<file path="config.mk">
export PLATFORM = sky130hd
export DESIGN_NAME = if_stage
export DESIGN_NICKNAME = d
export VERILOG_FILES = /design/src/rtl/if_stage.sv
export SDC_FILE = /design/constraint.sdc
export NUM_CORES = 1
export LEC_CHECK = 0
export ABC_CLOCK_PERIOD_IN_PS = 6000
export BUFFER_PORTS_ARGS = -buffer_cell sky130_fd_sc_hd__buf_2
export CAP_MARGIN = 40
export CORE_MARGIN = 10
export CORE_UTILIZATION = 61
export CTS_BUF_LIST = sky130_fd_sc_hd__clkbuf_8 sky130_fd_sc_hd__clkbuf_16
export DETAILED_ROUTE_END_ITERATION = 10
export PLACE_DENSITY = 0.86
export RECOVER_POWER = 100
export SLEW_MARGIN = 5
export SYNTH_ARGS = -nofsm -noshare
export SYNTH_HDL_FRONTEND = slang
export SYNTH_SLANG_ARGS = --single-unit
</file>
<file path="constraint.sdc">
create_clock -name clk -period 6 [get_ports clk]
set_input_delay 1.8 -clock clk [delete_from_list [all_inputs] [get_ports clk]]
set_output_delay 1.8 -clock clk [all_outputs]
set_load 0.03 [all_outputs]
</file>
<file path="src/rtl/if_stage.sv">
// Instruction-fetch stage: owns the PC, runs a single-outstanding SRAM fetch,
// buffers one response while decode stalls, and squashes wrong-path fetches.
//   state | meaning
//   IDLE  | first cycle out of reset
//   REQ   | request driven, waiting for accept
//   WAIT  | request accepted, waiting for response
//   HOLD  | response parked, output register full and stalled
module if_stage #(
  parameter logic [31:0] RESET_PC = 32'h1c00_0000,
  parameter logic [31:0] NOP_INST = 32'h0340_0000
) (
  input  logic        clk,
  input  logic        rst,
  input  logic        stall_i,
  input  logic        branch_flag_i,
  input  logic [31:0] branch_target_i,
  output logic        inst_req_o,
  output logic [31:0] inst_addr_o,
  input  logic        inst_ready_i,
  input  logic        inst_rvalid_i,
  input  logic [31:0] inst_rdata_i,
  output logic [31:0] pc_o,
  output logic [31:0] inst_o,
  output logic        inst_valid_o
);

  typedef enum logic [1:0] {S_IDLE, S_REQ, S_WAIT, S_HOLD} state_t;

  state_t      r_state, w_state_nxt;
  logic [31:0] r_pc, w_pc_nxt;
  logic [31:0] r_target, w_target_nxt;
  logic        r_kill, w_kill_nxt;
  logic [31:0] r_hold_pc, w_hold_pc_nxt;
  logic [31:0] r_hold_inst, w_hold_inst_nxt;
  logic [31:0] r_out_pc, w_out_pc_nxt;
  logic [31:0] r_out_inst, w_out_inst_nxt;
  logic        r_out_valid, w_out_valid_nxt;
  logic        w_can_load;
  logic [31:0] w_br_pc;
  logic        w_unused_tgt_lsb;

  assign w_br_pc          = {branch_target_i[31:2], 2'b00};
  assign w_unused_tgt_lsb = ^branch_target_i[1:0];
  assign w_can_load       = !r_out_valid || !stall_i;

  always_ff @(posedge clk or negedge rst) begin
    if (!rst) begin
      r_state     <= S_IDLE;
      r_pc        <= RESET_PC;
      r_target    <= RESET_PC;
      r_kill      <= 1'b0;
      r_hold_pc   <= 32'h0;
      r_hold_inst <= NOP_INST;
      r_out_pc    <= 32'h0;
      r_out_inst  <= NOP_INST;
      r_out_valid <= 1'b0;
    end else begin
      r_state     <= w_state_nxt;
      r_pc        <= w_pc_nxt;
      r_target    <= w_target_nxt;
      r_kill      <= w_kill_nxt;
      r_hold_pc   <= w_hold_pc_nxt;
      r_hold_inst <= w_hold_inst_nxt;
      r_out_pc    <= w_out_pc_nxt;
      r_out_inst  <= w_out_inst_nxt;
      r_out_valid <= w_out_valid_nxt;
    end
  end

  always_comb begin
    w_state_nxt     = r_state;
    w_pc_nxt        = r_pc;
    w_target_nxt    = r_target;
    w_kill_nxt      = r_kill;
    w_hold_pc_nxt   = r_hold_pc;
    w_hold_inst_nxt = r_hold_inst;
    w_out_pc_nxt    = r_out_pc;
    w_out_inst_nxt  = r_out_inst;
    w_out_valid_nxt = r_out_valid;

    if (r_out_valid && !stall_i) begin
      w_out_valid_nxt = 1'b0;
      w_out_inst_nxt  = NOP_INST;
    end

    if (branch_flag_i) begin
      w_out_valid_nxt = 1'b0;
      w_out_inst_nxt  = NOP_INST;
      case (r_state)
        S_REQ: begin
          // address must stay stable until accepted; the answer is dropped later
          w_kill_nxt   = 1'b1;
          w_target_nxt = w_br_pc;
          if (inst_ready_i) w_state_nxt = S_WAIT;
        end
        S_WAIT: begin
          if (inst_rvalid_i) begin
            w_pc_nxt    = w_br_pc;
            w_kill_nxt  = 1'b0;
            w_state_nxt = S_REQ;
          end else begin
            w_kill_nxt   = 1'b1;
            w_target_nxt = w_br_pc;
          end
        end
        default: begin
          w_pc_nxt    = w_br_pc;
          w_kill_nxt  = 1'b0;
          w_state_nxt = S_REQ;
        end
      endcase
    end else begin
      case (r_state)
        S_IDLE: w_state_nxt = S_REQ;
        S_REQ: begin
          if (inst_ready_i) w_state_nxt = S_WAIT;
        end
        S_WAIT: begin
          if (inst_rvalid_i) begin
            if (r_kill) begin
              w_pc_nxt    = r_target;
              w_kill_nxt  = 1'b0;
              w_state_nxt = S_REQ;
            end else if (w_can_load) begin
              w_out_pc_nxt    = r_pc;
              w_out_inst_nxt  = inst_rdata_i;
              w_out_valid_nxt = 1'b1;
              w_pc_nxt        = r_pc + 32'd4;
              w_state_nxt     = S_REQ;
            end else begin
              w_hold_pc_nxt   = r_pc;
              w_hold_inst_nxt = inst_rdata_i;
              w_pc_nxt        = r_pc + 32'd4;
              w_state_nxt     = S_HOLD;
            end
          end
        end
        S_HOLD: begin
          if (w_can_load) begin
            w_out_pc_nxt    = r_hold_pc;
            w_out_inst_nxt  = r_hold_inst;
            w_out_valid_nxt = 1'b1;
            w_state_nxt     = S_REQ;
          end
        end
      endcase
    end
  end

  assign inst_req_o   = (r_state == S_REQ);
  assign inst_addr_o  = r_pc;
  assign pc_o         = r_out_pc;
  assign inst_o       = r_out_inst;
  assign inst_valid_o = r_out_valid;

endmodule
</file>
* After elaboration in Yosys (flattened, before gate mapping)
Cells that the tools add are included.
Word-level totals: flip-flop bits (word level) 196, input port bits 70, output and inout bits 98
Operators by class: add/sub/neg operators 1, equality and inequality tests 10, multiplexer cells 40, bitwise gates (word level) 3, reduce and logical (&&, ||, !) cells 15
Operators by type and width (number):
- $mux 32 | 16
- $pmux 32 s2 | 4
- $add 32x3->32 const B | 1
- $mux 2 | 7
- $ne 2x2->1 const B | 6
- $mux 1 | 9
- $pmux 2 s4 | 1
- $reduce_bool 2->1 | 4
- $reduce_and 6->1 | 1
- $reduce_and 5->1 | 1
- $eq 2x2->1 const B | 2
- $pmux 1 s2 | 2
- $pmux 2 s2 | 1
- $reduce_and 2->1 | 2
- $reduce_and 4->1 | 1
- $ne 3x3->1 const B | 1
- $not 1->1 | 3
- $reduce_and 3->1 | 1
- $eq 2x1->1 const B | 1
- $logic_not 1->1 | 2
- $logic_not 2->1 | 1
- $logic_and 1x1->1 | 1
- $logic_or 1x1->1 | 1

* Longest topological paths before layout
Gate-level depths: netlist of run 1.
depth after elaboration 8, depth in mapped cells 10, depth with buffers taken out 7

* Worst setup path before layout of run 1
No wires, ideal clock.
path type input to register, start point in branch_flag_i, end point reg r_hold_pc[2], arrival 2.969 ns, required time 5.875 ns, slack 2.906 ns, stages 4, cells stage by stage buf_2 nor4_4 buf_2 mux2_2
Between the ends: longest elaborated chain between the ends 2
Ends and longest elaborated chain:
- from (decl) | RTL line 15 | input logic branch_flag_i,
- $not 1->1 (no line)
- $reduce_and 5->1 (no line)
- to (signal assigned) | RTL line 62 | r_hold_pc <= w_hold_pc_nxt;
- to (decl) | RTL line 33 | logic [31:0] r_hold_pc, w_hold_pc_nxt;
No other way between the ends. A chain may end at the register's enable or synchronous reset.

* Worst setup path after layout of run 1
start point in branch_flag_i, end point reg r_out_inst[18], in the netlist inst_o[18]
Between the ends: longest elaborated chain between the ends 1
Ends and longest elaborated chain:
- $mux 32 | RTL line 86 | if (branch_flag_i) begin
- net w_out_inst_nxt[18] | RTL line 36 | logic [31:0] r_out_inst, w_out_inst_nxt;
- to (signal assigned) | RTL line 65 | r_out_inst <= w_out_inst_nxt;
- to (decl) | RTL line 36
The timed path passes the listed nets, and every way through them passes these cells.

==> results of run 1 <==
-- cells in the mapped netlist, types with 12 or more instances --
cell type,n,area [um2]
a222oi_1,15,150.1
a31oi_1,21,131.4
a21oi_1,43,215.2
inv_1,41,153.9
o21ai_0,76,380.4
nor2_1,46,172.7
and3_1,14,87.58
dfrtp_1,176,4404
mux2_2,81,912.1
nand3_1,19,95.09
dfstp_2,12,315.3
clkbuf_1,42,157.7
nand2_1,192,720.7
mux2i_1,60,600.6
buf_2,29,145.1
-- per-layer routing --
| layer | vias up | part of all wire [%] |
|---|---|---|
| met1 | 4061 | 41 |
| met3 | 44 | 7.9 |
| met5 | - | 0.050 |
| met4 | 2 | 1.9 |
| li1 | 3791 | - |
| met2 | 349 | 49 |
-- metrics by stage --
step,cell area [um2],power [mW],cells,util [%],hold slack (ps)
floorplan,9807,3.514,1009,-,449.7
global placement,10690,4.082,1323,67.51,457.0
detailed placement,10770,4.193,1330,68.06,464.4
CTS,11330,5.261,1362,71.61,478.8
global route,11140,5.486,1363,70.38,493.0
finish,11140,5.186,1365,70.41,475.9
-- registers in the layout, indices dropped and copies added (netlist names) --
| name | cells |
|---|---|
| inst_addr_o | 30 |
| inst_o | 32 |
| inst_valid_o | 1 |
| pc_o | 30 |
| r_hold_inst | 32 |
| r_hold_pc | 30 |
| r_kill | 1 |
| r_state | 2 |
| r_target | 30 |
-- area by class of cell --
cell class | instances | area [um2]
antenna | 3 | 7.507
fill | 1210 | 4683
tap | 216 | 270.3
multi-input combinational | 701 | 4576
clock buffer | 22 | 494.2
sequential | 188 | 4720
clock inverter | 10 | 67.56
timing repair buffer | 184 | 855.8
inverter | 41 | 153.9
-- tightest hold or removal path, cell delays in order, from the launching register on --
cell	delay [ps]
dfrtp_1	340
nand2_1	50
o21ai_0	60
-- path summary, 6_finish.rpt --
check | start | endpoint | cells past startpoint | slack [ps]
worst max-delay path | branch_flag_i | inst_o[18] | 6 | 1260
worst min-delay path | pc_o[21] | pc_o[21] | 2 | 480
worst max register to register | r_state[0] | r_hold_pc[31] | 7 | 2330
worst min register to register | pc_o[21] | pc_o[21] | 2 | 480
max in group asynchronous | rst | r_hold_pc[15] | 2 | 1760
min in group asynchronous | rst | r_hold_inst[7] | 1 | 1390
-- logic make-up after synthesis --
kind of cell	Yosys count	synth area share (%)
simple gates	320	14.89
compound gates	214	13.95
flops	188	48.18
mux	145	15.90
buf+inv	120	5.237
xor+xnor	13	1.162
fa+ha+maj	5	0.6387
other cells	1	0.03828
-- power by group through the flow --
stage,combinational (mW),clock [mW],sequential (mW)
2_1_floorplan,1.10,0,2.41
3_3_place_gp,2.04,0,2.04
3_5_place_dp,2.13,0,2.06
4_1_cts,2.14,1.08,2.04
5_1_grt,2.24,1.13,2.12
6_report,2.05,1.07,2.06
==> results.cfg, run 1 <==
[status]
status = finished, violations left
violations = capacitance limit, slew limit

[grt]
grt_start_max_net_pins = 101
first_global_vias = 8250
met2_usage_pct = 38.63
grt_pass1_wl_um = 41830
gr-total-overflow = 0
track_usage_pct = 23.29
use_met3_pct = 6.050
top_usage_layer = met2
use_met1_pct = 28.74
antenna_found_initial = 4

[cts]
postCtsSetupRepairBufs = 0
hold_buffers = 0
cts_resized = 0
cts_buffer_depth = 2
clk_latency_ps = 430
clk_pin_slew_ps = 70
cts_num_sinks = 188
cts_root_buffer = clkbuf_16
cts_tree = done
cts_max_level = 4
cts_made_buffers = 17

[synthesis]
synth-seq-cells = 188
syn_avg_cell_area_um2 = 9.737
ys_types = 61
yosys_warnings = 0
synthCells = 1006
synth_edf_count = 0
ys.flop_type = dfrtp_1
synth_seq_area_share_pct = 48.18
netlist_area_um2 = 9796
ys_async_sr_fraction_pct = 100.0

[pwr]
p_int_mw = 2.917
p_sw_share_pct = 43.75
power_frac_comb_pct = 39.6
p_leak_nw = 5.185
switchingPower_mw = 2.269
peakVddDrop_uv = 305.2
clockPowerShare_pct = 20.6
seqPwrFrac_pct = 39.8
power_density_nw_per_um2 = 465.4

[setup_path]
cpPeakStageDelay_ps = 860
arrival_ps = 5040
worst-setup-path-type = in2reg
crit_family = buffers and inverters
worst_setup_path_end_kind = register
required_ps = 6300
cpMostUsedCell = clkbuf_1
cp_num_buf_inv = 4
crit_slowest_cell = clkbuf_1
critPathLaunchType = input port
critPathMaxFanout = 38
worstPathCellList = buf_2 > clkbuf_1 > inv_1 > o21ai_0 > clkbuf_1 > a21oi_1

[place]
gp_congestion = 0.8276
portBuffers = 161
dpl_worst_slack_ps = 1620
hpwl_um = 17280

[die]
start_util_pct = 61.89
rows = 46
dieArea_um2 = 21530
die_h_um = 146.7
ios = 168
die_x_um = 146.7
core_um2 = 15830

[drt]
route.detailed.drc = 0
drt-vias-per-instance = 6.042
drt-initial-drc-count = 923
drt_wl_total_um = 25840
dr.pass1.iters = 7
ant_nets = 0
routedWlPerCell_um = 18.93
vias = 8247

[min_path]
hold_class = reg2reg

[timing]
finalHoldViolations = 0
fin_crit_sh_pct = 79.06
worst_slack_ps = 1256
slew_headroom_pct = -65.08
worst_slew_pin_slew_ps = 2476
drv_slew = 190
rsz0062_at_grt = false
period_minus_slack_ps = 4744
finClkSkew_ps = 11.40
setup_viol = 0
max_freq_mhz = 210.8
fin_tns_setup_ps = 0

[final_layout]
most-common-layout-cells = nand2_1, dfrtp_1, clkbuf_1
finalNetCount = 1208
syn2layout_area_growth_pct = 13.77
drive_gt1_share_pct = 18.59
mostFrequentLayoutCell = nand2_1

[job]
drv_cap = 4
(Power assumes the default switching activity.)
==> inputs of run 2 (changes only) <==
Settings changed: ABC_CLOCK_PERIOD_IN_PS 6000 to 4400, CORE_UTILIZATION 61 to 57, PLACE_DENSITY 0.86 to 0.81.
Clock period 6 ns to 4.4 ns, I/O delays scaled along.
==> run 2 against run 1 <==
Compared with the run above:
- the run still ends with capacitance limit, slew limit left
- routed wire length up 2.7%
- critical path depth shrank 1
- sequential share of layout area fell by 0.35 points
- clock power increased by 51%
- core utilization shrank 3.1 points
- global-route usage is 0.37 points lower
- count of clock-buffer cells in the layout down 2
- sequential power increased by 37%
- clock skew fell by 0.81 ps
- total power increased by 40%
- first-iteration DRC count fell by 11%
- register-to-register slack got worse by 1400 ps
- critical path type unchanged
- highest routed layer unchanged
==> results.cfg, run 2 (same netlist as run 1, synthesis figures left out) <==
[final_layout]
mostFrequentLayoutCell = nand2_1
syn2layout_area_growth_pct = 14.71
finalNetCount = 1211
drive_gt1_share_pct = 18.80
fin_cells = 1371
most-common-layout-cells = nand2_1, dfrtp_1, clkbuf_1

[cts]
cts_root_buffer = clkbuf_16
cts_resized = 0
cts_tree = done
clk_pin_slew_ps = 70
hold_buffers = 0
cts_num_sinks = 188
cts_made_buffers = 17
clk_latency_ps = 430
postCtsSetupRepairBufs = 0
cts_max_level = 4
cts_buffer_depth = 2

[setup_path]
r2r_start = r_state[0]
timing.reg2reg.setup_slack_ps = 970
critPathLaunchType = input port
arrival_ps = 3760
critPathMaxFanout = 60
r2r_cells = 7
cp-startpoint = branch_flag_i
worst-setup-path-type = in2reg
reg2reg_to = pc_o[28]
cp-endpoint = r_hold_inst[20]
required_ps = 4710
worst_setup_path_end_kind = register

[pwr]
peakVddDrop_uv = 332.5
p_leak_nw = 5.241
power_density_nw_per_um2 = 644.2
p_total_mw = 7.239

[grt]
grt_pass1_wl_um = 42040
gr-total-overflow = 0
track_usage_pct = 22.93
antenna_found_initial = 2
grt_start_max_net_pins = 76
first_global_vias = 8146

[place]
dp_cells = 1337
dpl_worst_slack_ps = 1068
hpwl_um = 17530
gp_congestion = 0.8324
portBuffers = 161

[die]
die_x_um = 151.1
die_h_um = 151.1
ios = 168
core_um2 = 16700
start_util_pct = 58.65
dieArea_um2 = 22830
rows = 47

[timing]
finalHoldViolations = 0
drv_slew = 146
slew_headroom_pct = -28.02
worst_slew_pin_slew_ps = 1920
max_freq_mhz = 289.5
rsz0062_at_grt = false
worst_slack_ps = 945.8
fin_crit_sh_pct = 78.50
hold_ws_ps = 480.4
setup_viol = 0
period_minus_slack_ps = 3454
fin_tns_setup_ps = 0
finClkSkew_ps = 10.58

[drt]
vias = 8305
drt-vias-per-instance = 6.058
drt-initial-drc-count = 826
ant_nets = 0
routedWlPerCell_um = 19.35
route.detailed.drc = 0
drt_wl_total_um = 26530
dr.pass1.iters = 5

[job]
drv_cap = 3

[status]
violations = capacitance limit, slew limit
status = finished, violations left

[min_path]
hold_depth = 2
hold_class = reg2reg
## run 2: changes by cell type in the layout (fill, tap and decap cells not counted), moves of 2 or more
cell / change
clkbuf_1: -2
bufinv_16: +3
clkbuf_2: +3
clkbuf_8: -3
buf_12: +4
ha_1: +2
## run 2: cell type report
type	count	area [um2]
sequential	188	4720
fill	1356	5464
timing repair buffer	187	895.9
inverter	41	153.9
antenna	2	5.005
clock buffer	20	466.7
clock inverter	12	161.4
tap	220	275.3
multi-input combinational	701	4559
## run 2: power breakdown
part,internal (mW),leakage (nW),switching (mW)
clock,0.945,0.298,0.677
sequential,2.26,2.44,0.560
combinational,0.912,2.51,1.89
## run 2: layer usage
layer	wire [um]	GRT usage, %	vias to the layer above
met1	10640	29.14	4058
met2	12920	37.91	399
met4	478	7.267	2
met3	2477	5.459	37
li1	-	-	3809
met5	12	0	-
## run 2: how the worst min path moves through the flow
stage	from	end	slack [ps]
floorplan	r_target[20]	r_target[20]	450
global placement	pc_o[4]	pc_o[4]	460
detailed placement	pc_o[5]	pc_o[5]	470
CTS	pc_o[5]	pc_o[5]	480
global route	pc_o[24]	pc_o[24]	500
finish	pc_o[24]	pc_o[24]	480
## run 2: per-stage QoR
step                instance area, um2  utilization [%]
detailed placement               10810            64.71
global route                     11230            67.25
CTS                              11430            68.47
finish                           11240            67.28
global placement                 10750            64.38
floorplan                         9807                -
## run 2: critical path, cell delays in order
cell	delay (ps)
buf_2	220
clkbuf_1	380
nor4_1	970
buf_12	430
mux2_1	400
